**src/rtl/l2_pkg.sv**
```systemverilog
// rtl/l2_pkg.sv - shared L2 op codes, trace-code enum and queued-op entry type
`timescale 1ns/1ps
package l2_pkg;

  localparam int L2_TAG_BITS   = 12;
  localparam int L2_INDEX_BITS = 14;

  // ASCII operation bytes understood by the L2
  localparam logic [7:0] OP_R = 8'h52;
  localparam logic [7:0] OP_W = 8'h57;
  localparam logic [7:0] OP_M = 8'h4D;
  localparam logic [7:0] OP_I = 8'h49;

  // Trace-file command codes; 7 and 10-15 are illegal
  typedef enum logic [3:0] {
    TC_READ        = 4'd0,
    TC_WRITE       = 4'd1,
    TC_IFETCH      = 4'd2,
    TC_SNOOP_INV   = 4'd3,
    TC_SNOOP_READ  = 4'd4,
    TC_SNOOP_WRITE = 4'd5,
    TC_SNOOP_RFO   = 4'd6,
    TC_CLEAR       = 4'd8,
    TC_PRINT       = 4'd9
  } trace_code_e;

  typedef struct packed {
    logic [7:0]               op_code;
    logic                     snoop;
    logic [L2_TAG_BITS-1:0]   tag;
    logic [L2_INDEX_BITS-1:0] index;
  } op_entry_t;

  localparam int OP_ENTRY_BITS = $bits(op_entry_t);

  typedef enum logic [1:0] {
    ST_IDLE  = 2'd0,
    ST_DRAIN = 2'd1,
    ST_PULSE = 2'd2
  } disp_state_e;

endpackage

```
**src/rtl/trace_cmd_dispatcher_sync_fifo.sv**
```systemverilog
// rtl/trace_cmd_dispatcher_sync_fifo.sv - synchronous FIFO with push/pop/full/empty/count
`timescale 1ns/1ps
module sync_fifo #(
  parameter int WIDTH = 8,
  parameter int DEPTH = 4
) (
  input  logic                     clk,
  input  logic                     reset,
  input  logic                     i_push,
  input  logic [WIDTH-1:0]         i_push_data,
  input  logic                     i_pop,
  output logic [WIDTH-1:0]         o_pop_data,
  output logic                     o_full,
  output logic                     o_empty,
  output logic [$clog2(DEPTH):0]   o_count
);

  localparam int PTR_W = $clog2(DEPTH);
  localparam logic [PTR_W:0] FULL_COUNT = (PTR_W+1)'(DEPTH);

  logic [WIDTH-1:0] r_mem [DEPTH];
  logic [PTR_W-1:0] r_wr_ptr;
  logic [PTR_W-1:0] r_rd_ptr;
  logic [PTR_W:0]   r_count;
  logic             w_do_push;
  logic             w_do_pop;

  // Overflowing push or underflowing pop is ignored rather than corrupting state
  assign w_do_push  = i_push && !o_full;
  assign w_do_pop   = i_pop && !o_empty;
  assign o_full     = (r_count == FULL_COUNT);
  assign o_empty    = (r_count == '0);
  assign o_count    = r_count;
  assign o_pop_data = r_mem[r_rd_ptr];

  // Pointers wrap naturally (DEPTH is a power of 2); count tracks occupancy
  always_ff @(posedge clk) begin
    if (reset) begin
      r_wr_ptr <= '0;
      r_rd_ptr <= '0;
      r_count  <= '0;
    end else begin
      if (w_do_push) r_wr_ptr <= r_wr_ptr + 1'b1;
      if (w_do_pop)  r_rd_ptr <= r_rd_ptr + 1'b1;
      case ({w_do_push, w_do_pop})
        2'b10:   r_count <= r_count + 1'b1;
        2'b01:   r_count <= r_count - 1'b1;
        default: r_count <= r_count;
      endcase
    end
  end

  // Storage needs no reset: empty/count gate whether the head is meaningful
  always_ff @(posedge clk) begin
    if (w_do_push) r_mem[r_wr_ptr] <= i_push_data;
  end

endmodule

```
**src/rtl/trace_cmd_dispatcher.sv**
```systemverilog
// rtl/trace_cmd_dispatcher.sv - trace command decode, op FIFO and clear/print sequencer (option: DISPATCH_STATS_EN)
`timescale 1ns/1ps
module trace_cmd_dispatcher
  import l2_pkg::*;
#(
  parameter int addrBits   = 32,
  parameter int tagBits    = L2_TAG_BITS,
  parameter int indexBits  = L2_INDEX_BITS,
  parameter int offsetBits = 6,
  parameter int depth      = 4
) (
  input  logic                 clk,
  input  logic                 reset,
  input  logic                 cmd_valid,
  output logic                 cmd_ready,
  input  logic [3:0]           cmd_code,
  input  logic [addrBits-1:0]  cmd_addr,
  output logic                 op_valid,
  input  logic                 op_ready,
  output logic [7:0]           op_code,
  output logic                 op_snoop,
  output logic [tagBits-1:0]   op_tag,
  output logic [indexBits-1:0] op_index,
  output logic                 clear_req,
  output logic                 print_req,
  output logic                 cmd_err
`ifdef DISPATCH_STATS_EN
  ,
  output logic [31:0]          stat_reads,
  output logic [31:0]          stat_writes,
  output logic [31:0]          stat_snoops
`endif
);

  disp_state_e r_state;
  logic        r_is_print;
  logic        r_clear_req;
  logic        r_print_req;
  logic        r_cmd_err;

  op_entry_t   w_new_entry;
  op_entry_t   w_head;
  logic        w_queue;
  logic        w_seq;
  logic        w_illegal;
  logic        w_accept;
  logic        w_push;
  logic        w_pop;
  logic        w_full;
  logic        w_empty;
  logic [$clog2(depth):0] w_unused_count;
  logic        w_unused_addr;

  // Byte offset inside the 64B line carries no meaning for the L2
  assign w_unused_addr = ^cmd_addr[offsetBits-1:0];

  // Commands are accepted only while idle and with room to queue
  assign cmd_ready = !reset && (r_state == ST_IDLE) && !w_full;
  assign w_accept  = cmd_valid && cmd_ready;
  assign w_push    = w_accept && w_queue;
  assign w_pop     = op_valid && op_ready;

  // Map trace code to L2 op byte and snoop flag; split address into tag/index
  always_comb begin
    w_new_entry       = '0;
    w_queue           = 1'b0;
    w_seq             = 1'b0;
    w_illegal         = 1'b0;
    w_new_entry.tag   = cmd_addr[addrBits-1 -: tagBits];
    w_new_entry.index = cmd_addr[offsetBits +: indexBits];
    case (cmd_code)
      TC_READ, TC_IFETCH: begin
        w_queue             = 1'b1;
        w_new_entry.op_code = OP_R;
      end
      TC_WRITE: begin
        w_queue             = 1'b1;
        w_new_entry.op_code = OP_W;
      end
      TC_SNOOP_INV: begin
        w_queue             = 1'b1;
        w_new_entry.op_code = OP_I;
        w_new_entry.snoop   = 1'b1;
      end
      TC_SNOOP_READ: begin
        w_queue             = 1'b1;
        w_new_entry.op_code = OP_R;
        w_new_entry.snoop   = 1'b1;
      end
      TC_SNOOP_WRITE: begin
        w_queue             = 1'b1;
        w_new_entry.op_code = OP_W;
        w_new_entry.snoop   = 1'b1;
      end
      TC_SNOOP_RFO: begin
        w_queue             = 1'b1;
        w_new_entry.op_code = OP_M;
        w_new_entry.snoop   = 1'b1;
      end
      TC_CLEAR, TC_PRINT: w_seq = 1'b1;
      default:            w_illegal = 1'b1;
    endcase
  end

  sync_fifo #(
    .WIDTH (OP_ENTRY_BITS),
    .DEPTH (depth)
  ) u_op_fifo (
    .clk         (clk),
    .reset       (reset),
    .i_push      (w_push),
    .i_push_data (w_new_entry),
    .i_pop       (w_pop),
    .o_pop_data  (w_head),
    .o_full      (w_full),
    .o_empty     (w_empty),
    .o_count     (w_unused_count)
  );

  assign op_valid  = !w_empty;
  assign op_code   = w_head.op_code;
  assign op_snoop  = w_head.snoop;
  assign op_tag    = w_head.tag;
  assign op_index  = w_head.index;
  assign clear_req = r_clear_req;
  assign print_req = r_print_req;
  assign cmd_err   = r_cmd_err;

  // Sequencer: clear/print wait until every earlier op has left the FIFO, then pulse once
  always_ff @(posedge clk) begin
    if (reset) begin
      r_state     <= ST_IDLE;
      r_is_print  <= 1'b0;
      r_clear_req <= 1'b0;
      r_print_req <= 1'b0;
      r_cmd_err   <= 1'b0;
    end else begin
      r_cmd_err   <= w_accept && w_illegal;
      r_clear_req <= 1'b0;
      r_print_req <= 1'b0;
      case (r_state)
        ST_IDLE: begin
          if (w_accept && w_seq) begin
            r_is_print <= (cmd_code == TC_PRINT);
            r_state    <= ST_DRAIN;
          end
        end
        ST_DRAIN: begin
          if (w_empty) begin
            r_clear_req <= !r_is_print;
            r_print_req <= r_is_print;
            r_state     <= ST_PULSE;
          end
        end
        ST_PULSE: r_state <= ST_IDLE;
        default:  r_state <= ST_IDLE;
      endcase
    end
  end

`ifdef DISPATCH_STATS_EN
  logic [31:0] r_stat_reads;
  logic [31:0] r_stat_writes;
  logic [31:0] r_stat_snoops;
  logic        w_inc_read;
  logic        w_inc_write;
  logic        w_inc_snoop;

  assign w_inc_read  = w_push && !w_new_entry.snoop && (w_new_entry.op_code == OP_R);
  assign w_inc_write = w_push && !w_new_entry.snoop && (w_new_entry.op_code == OP_W);
  assign w_inc_snoop = w_push && w_new_entry.snoop;

  // Saturating op counters, wiped together with the cache on clear
  always_ff @(posedge clk) begin
    if (reset || r_clear_req) begin
      r_stat_reads  <= '0;
      r_stat_writes <= '0;
      r_stat_snoops <= '0;
    end else begin
      if (w_inc_read  && (r_stat_reads  != '1)) r_stat_reads  <= r_stat_reads  + 1'b1;
      if (w_inc_write && (r_stat_writes != '1)) r_stat_writes <= r_stat_writes + 1'b1;
      if (w_inc_snoop && (r_stat_snoops != '1)) r_stat_snoops <= r_stat_snoops + 1'b1;
    end
  end

  assign stat_reads  = r_stat_reads;
  assign stat_writes = r_stat_writes;
  assign stat_snoops = r_stat_snoops;
`endif

endmodule

```
**config.mk**
```make
export PLATFORM = sky130hd
export DESIGN_NAME = trace_cmd_dispatcher
export DESIGN_NICKNAME = d
export VERILOG_FILES = /design/src/rtl/l2_pkg.sv /design/src/rtl/trace_cmd_dispatcher_sync_fifo.sv /design/src/rtl/trace_cmd_dispatcher.sv
export SDC_FILE = /design/constraint.sdc
export NUM_CORES = 1
export LEC_CHECK = 0
export CAP_MARGIN = 20
export CORE_ASPECT_RATIO = 1.75
export CORE_MARGIN = 2
export CORE_UTILIZATION = 59
export DETAILED_ROUTE_END_ITERATION = 10
export MAX_ROUTING_LAYER = met4
export PLACE_DENSITY = 0.82
export SETUP_SLACK_MARGIN = 0.15
export SYNTH_ARGS = -nofsm -noshare
export SYNTH_HDL_FRONTEND = slang
export SYNTH_HIERARCHICAL = 1
export SYNTH_SLANG_ARGS = --single-unit
```
**constraint.sdc**
```tcl
create_clock -name clk -period 7 [get_ports clk]
set_clock_uncertainty 0.2 [all_clocks]
set_input_delay 1.05 -clock clk [delete_from_list [all_inputs] [get_ports clk]]
set_output_delay 1.05 -clock clk [all_outputs]
set_load 0.03 [all_outputs]
```
==> results.sh <==
export IMPL_ys_ff_latch=155
export IMPL_crit_path_start="reset"
export IMPL_postCtsHoldBufs=0
export IMPL_slowest_stage="clkdlybuf4s50_1"
export IMPL_cpPeakStageDelay_ns=0.74
export IMPL_dp_cells=472
export IMPL_p_per_area_nw_per_um2=267
export IMPL_crit_chain="clkdlybuf4s50_1 -> nor4_4 -> clkdlybuf4s50_1"
export IMPL_final_nets=412
export IMPL_status="complete, no violations"
export IMPL_cts_setup_buffers=0
export IMPL_cts_sinks=155
export IMPL_h_tree_depth=4
export IMPL_die_h_um=137
export IMPL_placed_area_um2=6750
export IMPL_n_antenna_cell=0
export IMPL_fillCellCount=601
export IMPL_critPathRequiredTime_ns=5.75
export IMPL_synth_async_reset_ratio_pct=0
export IMPL_cts_buffers=17
export IMPL_cp_start_kind="primary input"
export IMPL_clk_latency_ns=0.41
export IMPL_synth_edf_count=140
export IMPL_drc_errors=0
export IMPL_globalRouteOverflowTotal=0
export IMPL_syn_to_final_growth_pct=23.1
export IMPL_drtIter0Drc=108
export IMPL_peakVddDrop_uv=238
export IMPL_die_area_um2=10900
export IMPL_synthesis_area_um2=5940
export IMPL_cts_tree="built"
export IMPL_ff_latch_area_um2=4510
export IMPL_root_buffer="clkbuf_16"
export IMPL_initial_utilization_pct=60.3
export IMPL_fin_crit_ns=4.10
export IMPL_synth_top_area_share_pct=70.8
export IMPL_hpwlAfterDp_um=5720
export IMPL_synthTopCellsByArea="edfxtp_1 (71%), mux4_2 (11%), dfxtp_1 (5.1%), mux4_1 (2.2%), ha_1 (1.1%)"
export IMPL_ioPinCount=80
export IMPL_portBuffers=73
export IMPL_multi_input_area_um2=1320
export IMPL_critPathKind="primary input to output pin"
export IMPL_post_place_ws_ns=2.82
export IMPL_finalCritPeriodShare_pct=58.5
export IMPL_cp_max_fo=13
export IMPL_tns_ns=0
export IMPL_crit_path_end_kind="output pin"
export IMPL_rows=48
export IMPL_die_w_um=79.8
export IMPL_rrSetupSlack_ns=4.12
export IMPL_crit_buf_inv=2
export IMPL_rsz0062_at_grt="false"
export IMPL_crit_family="buffers and inverters"
export IMPL_first_pass_iters=4
export IMPL_tightest_slew_ns=0.973
export IMPL_via_per_inst=5.62
export IMPL_cp_common_cell="clkdlybuf4s50_1"
export IMPL_fin_ws_ns=2.90
export IMPL_grt_max_degree=36
export IMPL_post_drt_wl_per_cell_um=19.6
export IMPL_drt_wl_total_um=9880
export IMPL_final_max_slew_viol_count=0
export IMPL_ys_types=40
export IMPL_instances_no_fill=504
export IMPL_synth_top_cell_by_area="edfxtp_1"
export IMPL_synth_flop_cell="edfxtp_1"
export IMPL_hold_class="flop to flop"
export IMPL_cts_resized=0
export IMPL_cts_clk_slew_worst_paths_ns=0.06
export IMPL_drv_cap=0
export IMPL_grt_pass1_vias=3020
export IMPL_clk_path_buf_depth=2
export IMPL_grt_util_all_layers_pct=20.7
export IMPL_final_antenna_net_count=0
export IMPL_holdWs_ns=0.248
export IMPL_worstPathArrival_ns=2.85
export IMPL_p_leak_nw=2.38
export IMPL_ys_seq_area_share_pct=75.8
export IMPL_grt_pass1_wl_um=15300
export IMPL_final_cell_area_um2=7310
export IMPL_setup_viol=0
export IMPL_core_area_um2=9850
export IMPL_postSynthCellCount=279
export IMPL_timing_hold_violations_final=0
export IMPL_synth_warning_count=6
export IMPL_num_vias=2830
export IMPL_hold_start="r_is_print"
export IMPL_layout_drive_gt1_share_pct=18.7
export IMPL_worstReg2RegStart="u_op_fifo/o_count[0]"
export IMPL_max_freq_ghz=0.244
export IMPL_antenna_found_initial=0
export IMPL_gp_congestion=0.679
export IMPL_postSynthAreaPerCell_um2=21.3
export IMPL_relSlewSlack_pct=35.1
## cells in the mapped netlist (3+ instances only)
cell type and instances:
edfxtp_1 140, mux4_2 30, dfxtp_1 15, nor2_1 10, inv_1 9, a21oi_1 7
buf_2 6, and2_1 5, ha_1 5, mux4_1 5, nand2_1 5, xor2_1 4
buf_12 3, nand2b_1 3, nor2b_1 3, o21ai_0 3, or3_1 3
## final cells by class
cell class                 count  area share, %
clock inverter                 9           1.37
clock buffer                  23           6.26
timing repair buffer          74           10.1
sequential                   155           61.6
multi-input combinational    109           18.0
inverter                       9          0.462
tap                          125           2.14
## through the flow
step | utilization, % | power (W)
after global routing | 74.2 | 0.00201
final | 74.2 | 0.00195
after CTS | 74.2 | 0.00198
after detailed placement | 68.6 | 0.00113
after global placement | 68.6 | 0.00113
after floorplan | - | 0.00108
## routing by layer
layer | up-vias | global-route usage, % | share of wire, %
li1 | 1281 | - | -
met1 | 1460 | 21.7 | 37
met2 | 75 | 36.1 | 57
met3 | 14 | 5.28 | 3.8
met4 | 0 | 9.89 | 2.0
met5 | - | - | 0
## report_power, final
group | switching (W) | internal, W
logic | 0.0000465 | 0.0000411
registers | 0.00000363 | 0.00102
clock network | 0.000314 | 0.000530
total | 0.000365 | 0.00159
## registers in the layout, indices dropped and copies added, names as in the netlist, named ones only
register            cells
print_req               1
clear_req               1
u_op_fifo/r_rd_ptr      2
u_op_fifo/r_wr_ptr      2
r_state                 2
r_is_print              1
cmd_err                 1
u_op_fifo/o_count       3
u_op_fifo/r_mem       140
## worst register-to-register path, cell delays in order, from the launching register on
cell,delay (ns)
dfxtp_1,0.46
nor3b_2,0.12
nor4_4,0.24
and3_2,0.23
inv_1,0.05
nor2_1,0.32
and2_2,0.87
## final timing paths
kind | cells past startpoint | end
hold reg to reg | 1 | clear_req
hold / removal | 1 | clear_req
setup / recovery | 3 | cmd_ready
setup reg to reg | 6 | u_op_fifo/r_mem[2][7]
## cells in the final DEF (no fill, tap or decap), drive strengths merged, types with 7 or more instances in the layout
master / n
edfxtp: 140
clkdlybuf4s50: 73
mux4: 35
clkbuf: 23
dfxtp: 15
nor2: 10
inv: 9
conb: 8
a21oi: 7
## logic make-up after synthesis
group                      Yosys count  share of synthesized area (%)
AOI/OAI and AO/OA                   15                           1.54
other                                1                         0.0631
buffers and inverters               22                           2.49
xor gates and xnor gates             5                          0.737
DFF                                155                           75.8
muxes                               37                           13.9
and+or+nand+nor                     38                           4.00
adders and majority gates            6                           1.39
(Power assumes the default switching activity.)
==> RTL edit 1: new RTL, same settings <==
Build with the macro `DISPATCH_STATS_EN` defined.
--- a/src/rtl/trace_cmd_dispatcher.sv
+++ b/src/rtl/trace_cmd_dispatcher.sv
@@ -1,5 +1,7 @@
 // rtl/trace_cmd_dispatcher.sv - trace command decode, op FIFO and clear/print sequencer (option: DISPATCH_STATS_EN)
 `timescale 1ns/1ps
+`define DISPATCH_STATS_EN
+
 module trace_cmd_dispatcher
   import l2_pkg::*;
 #(
Function (old outputs only; new: stat_reads, stat_snoops and stat_writes): kept (equiv_simple and equiv_induct, registers matched by name and starting in step).
==> RTL edit 1 against the unedited design <==
Sequential cell count grew 96; global-route usage rose by 4.5 points; combinational power is 30% higher; design area rose by 83%; area after synthesis up 80%; power up 55%; routed wire length grew 140%; clock power rose by 59%; synthesized cell count rose to 3.1 times the old value; hold slack improved by 8.8 ps; worst setup slack got worse by 150 ps.
==> RTL edit 1: results (changes against the unedited design) <==
setup_path:
  ff2ff_setup_slack_ps: 3940  # -180 ps
  slowest_stage: "clkdlybuf4s50_1"
  path_max_fanout: 21  # +8
  r2r-end: "u_op_fifo/r_mem[2][2]"
  r2r_cells: 7  # +1
  r2r-start: "u_op_fifo/o_count[0]"
  cp_slowest_stage_delay_ps: 690  # -50 ps
drt:
  avgViaCountPerCell: 6.03  # +7.4%
  wire_per_inst_um: 18.6  # -5.2%
  drt_pre_antenna_iters: 5  # +1
  drt_iter0_drc: 449  # +320%
grt:
  grt_pass1_wl_mm: 38.2  # +150%
  grt_use_total: 0.252  # +0.0453
  grt_pass1_vias: 7482  # +150%
  antenna_found_initial: 0  # unchanged
  grt_max_degree: 56  # +56%
clocking:
  cts_htree_levels: 1  # -3
  clockBufferDepth: 3  # +1
  clock_latency_ps: 500  # +90 ps
  numCtsBuffers: 22  # +5
pwr:
  p_leak_nw: 4.16  # +75%
  p_int_w: 0.00244  # +54%
  ir_drop_v: 0.000209  # -12%
placed_design:
  hpwl_mm: 15.6  # +170%
  place_congestion: 0.875  # +29%
  port_buffers: 169  # +130%
yosys:
  synth_area_leaders: "edfxtp_1 39%, dfxtp_1 21%, mux4_2 6.3%"
  synth_cell_types: 63  # +57%
  ys_seq_area_frac: 0.602  # -0.156
  synth.top_cells.by_count: "140 x edfxtp_1, 111 x dfxtp_1, 69 x a21oi_1"
timing:
  setup_viol: 0  # unchanged
  worst_pin_slew_ps: 957  # -16.1 ps
cells_and_area:
  final_nets: 1089  # +160%
  layout-drive-gt1-share: 0.0909  # -0.0964
  fillCellCount: 1179  # +96%
  top_register: "u_op_fifo/r_mem"
outcome:
  status: "completed"
min_path:
  holdPathEnd: "clear_req"
==> RTL edit 1: cell types whose count changed in the layout (fill, tap and decap cells not counted), moves of 12 or more <==
cell,delta
nor2_1,+33
o31ai_1,+24
nor4_1,+12
dfxtp_1,+96
inv_1,+23
nand2_1,+51
o21ai_0,+40
nand4_1,+23
nand3_1,+37
nor3_1,+14
clkdlybuf4s50_1,+96
or3_1,+45
or4_1,+31
a21oi_1,+62
==> RTL edit 1: final cells by class <==
class	instances	area [um^2]	share of cell area
Clock buffer	31	647	0.0484
Clock inverter	9	171	0.0128
Inverter	32	125	0.00936
Multi-Input combinational cell	555	3940	0.295
Sequential cell	251	6430	0.481
Tap cell	234	293	0.0219
Timing Repair Buffer	178	1760	0.132
==> RTL edit 1: power groups by stage <==
stage | clock [W] | combinational (W) | sequential (W)
3_5_place_dp | 0 | 0.000114 | 0.00160
6_report | 0.00134 | 0.000114 | 0.00157
5_1_grt | 0.00141 | 0.000123 | 0.00157
2_1_floorplan | 0 | 0.0000609 | 0.00160
4_1_cts | 0.00136 | 0.000115 | 0.00157
3_3_place_gp | 0 | 0.000112 | 0.00160
==> RTL edit 1: worst max-delay path by stage <==
stage	from	end	depth (start not counted)
floorplan	cmd_code[0]	u_op_fifo/r_mem[0][0]	6
global placement	reset	u_op_fifo/r_mem[1][4]	8
detailed placement	reset	u_op_fifo/r_mem[3][7]	8
CTS	reset	cmd_ready	5
global route	reset	cmd_ready	5
finish	reset	cmd_ready	5
==> RTL edit 1: metrics by stage <==
stage | worst slack, ps | instances | instance area, um^2 | hold WS, ps
6_report | 2750 | 1290 | 13400 | 257
4_1_cts | 2750 | 1290 | 13400 | 252
2_1_floorplan | 3310 | 875 | 10700 | 211
5_1_grt | 2680 | 1290 | 13400 | 291
3_5_place_dp | 2710 | 1250 | 12500 | 233
3_3_place_gp | 2700 | 1250 | 12500 | 236
==> RTL edit 1: routing by layer <==
metal,vias up,share of wire,GRT usage
met5,-,0,-
met4,0,0.015,0.0600
met3,32,0.046,0.0380
met2,194,0.55,0.456
met1,3862,0.39,0.295
li1,3691,-,-
==> RTL edit 1: kinds of logic (layout without fill, tap and decap cells) <==
kind of cell	Yosys count	after routing	share of synthesized area
adders and majority gates	9	9	0.0113
AOI/OAI and AO/OA	179	179	0.104
xor gates and xnor gates	17	17	0.0139
buffers and inverters	69	250	0.0318
other	1	8	0.000351
DFF	251	251	0.602
and+or+nand+nor	299	299	0.154
muxes	43	43	0.0831
==> RTL edit 2: new RTL, same settings <==
Without the edit above. The 3 states of `disp_state_e` get a one-hot encoding in 3 bits.
--- a/src/rtl/l2_pkg.sv
+++ b/src/rtl/l2_pkg.sv
@@ -33,10 +33,10 @@
 
   localparam int OP_ENTRY_BITS = $bits(op_entry_t);
 
-  typedef enum logic [1:0] {
-    ST_IDLE  = 2'd0,
-    ST_DRAIN = 2'd1,
-    ST_PULSE = 2'd2
+  typedef enum logic [2:0] {
+    ST_IDLE  = 3'b001,
+    ST_DRAIN = 3'b010,
+    ST_PULSE = 3'b100
   } disp_state_e;
 
 endpackage
Formal check against the unedited RTL: no difference found for any inputs over 4 cycles, from zero or initial values and one cycle with reset high; so few cycles prove little.
==> RTL edit 2 against the unedited design <==
Die area up 0.67%; power grew 5.7%; clock power is 13% higher; non-clock buffer count unchanged; design area up 1.6%; worst setup slack got worse by 41 ps; critical endpoint unchanged; routed wire length grew 7.8%; cell count rose by 1.4%; via count grew 2.9%; sequential cell count up 1; area after synthesis rose by 0.70%; count of clock-buffer cells in the layout shrank 3.
==> RTL edit 2: results (changes against the unedited design) <==
outcome:
  status: "completed"
pwr:
  p_int_w: 0.00168  # +5.5%
  power_frac_comb: 0.042  # -0.003
  ir_drop_v: 0.000181  # -24%
  p_leak_nw: 2.42  # +2.1%
  power.density_nw_per_um2: 278  # +4.0%
setup_path:
  worstPathArrival_ps: 2890  # +40 ps
  path_max_fanout: 14  # +1
  r2r-end: "u_op_fifo/o_count[2]"
  r2r_cells: 12  # +6
timing:
  hold_slack_ps: 251  # +2.64 ps
  fin_crit_ps: 4140  # +40.6 ps
drt:
  wire_per_inst_um: 20.8  # +6.3%
  met2_wirelength_mm: 5.99  # +6.3%
  drt_iter0_drc: 161  # +49%
  drt_pre_antenna_iters: 6  # +2
  wl_met3_um: 448  # +19%
  dr_total_vias: 2913  # +2.9%
cells_and_area:
  final_nets: 419  # +1.7%
  layout-drive-gt1-share: 0.194  # +0.00697
  fin_cells: 511  # +1.4%
yosys:
  synth.top_cells.by_count: "140 x edfxtp_1, 30 x mux4_2, 16 x dfxtp_1"
  syn-instance-count: 284  # +1.8%
  synth_cell_types: 39  # -2.5%
placed_design:
  placed_area_um2: 6800  # +0.74%
  place_congestion: 0.709  # +4.3%
  pre_cts_ws_ps: 2780  # -41.1 ps
grt:
  grtUsageMet3: 0.0465  # -0.00624
  grt_use_total: 0.223  # +0.0155
  grt_use_met2: 0.374  # +0.0132
  globalRouteMet1Util: 0.252  # +0.0355
  grt_pass1_vias: 3093  # +2.4%
## RTL edit 2: final cells by class
cell class | count | area [um^2]
clock buffers | 20 | 457
clock inverters | 12 | 170
fillers | 555 | 2420
inverters | 9 | 33.8
multi-input cells | 115 | 1350
flip-flops and latches | 156 | 4530
well taps | 125 | 156
repair buffers | 74 | 738
## RTL edit 2: worst max-delay path, stage by stage
cell	delay, ps
clkdlybuf4s50_1	680
nor2_4	260
nand2_1	80
nor3_1	130
clkdlybuf4s50_1	690
## RTL edit 2: kinds of logic after synthesis
| family | count (synthesis) | synth area share |
|---|---|---|
| and+or+nand+nor | 45 | 0.0467 |
| adders and majority gates | 6 | 0.0138 |
| xor gates and xnor gates | 5 | 0.00732 |
| AOI/OAI and AO/OA | 14 | 0.0136 |
| DFF | 156 | 0.756 |
| muxes | 37 | 0.138 |
| other | 1 | 0.000627 |
| buffers and inverters | 20 | 0.0232 |
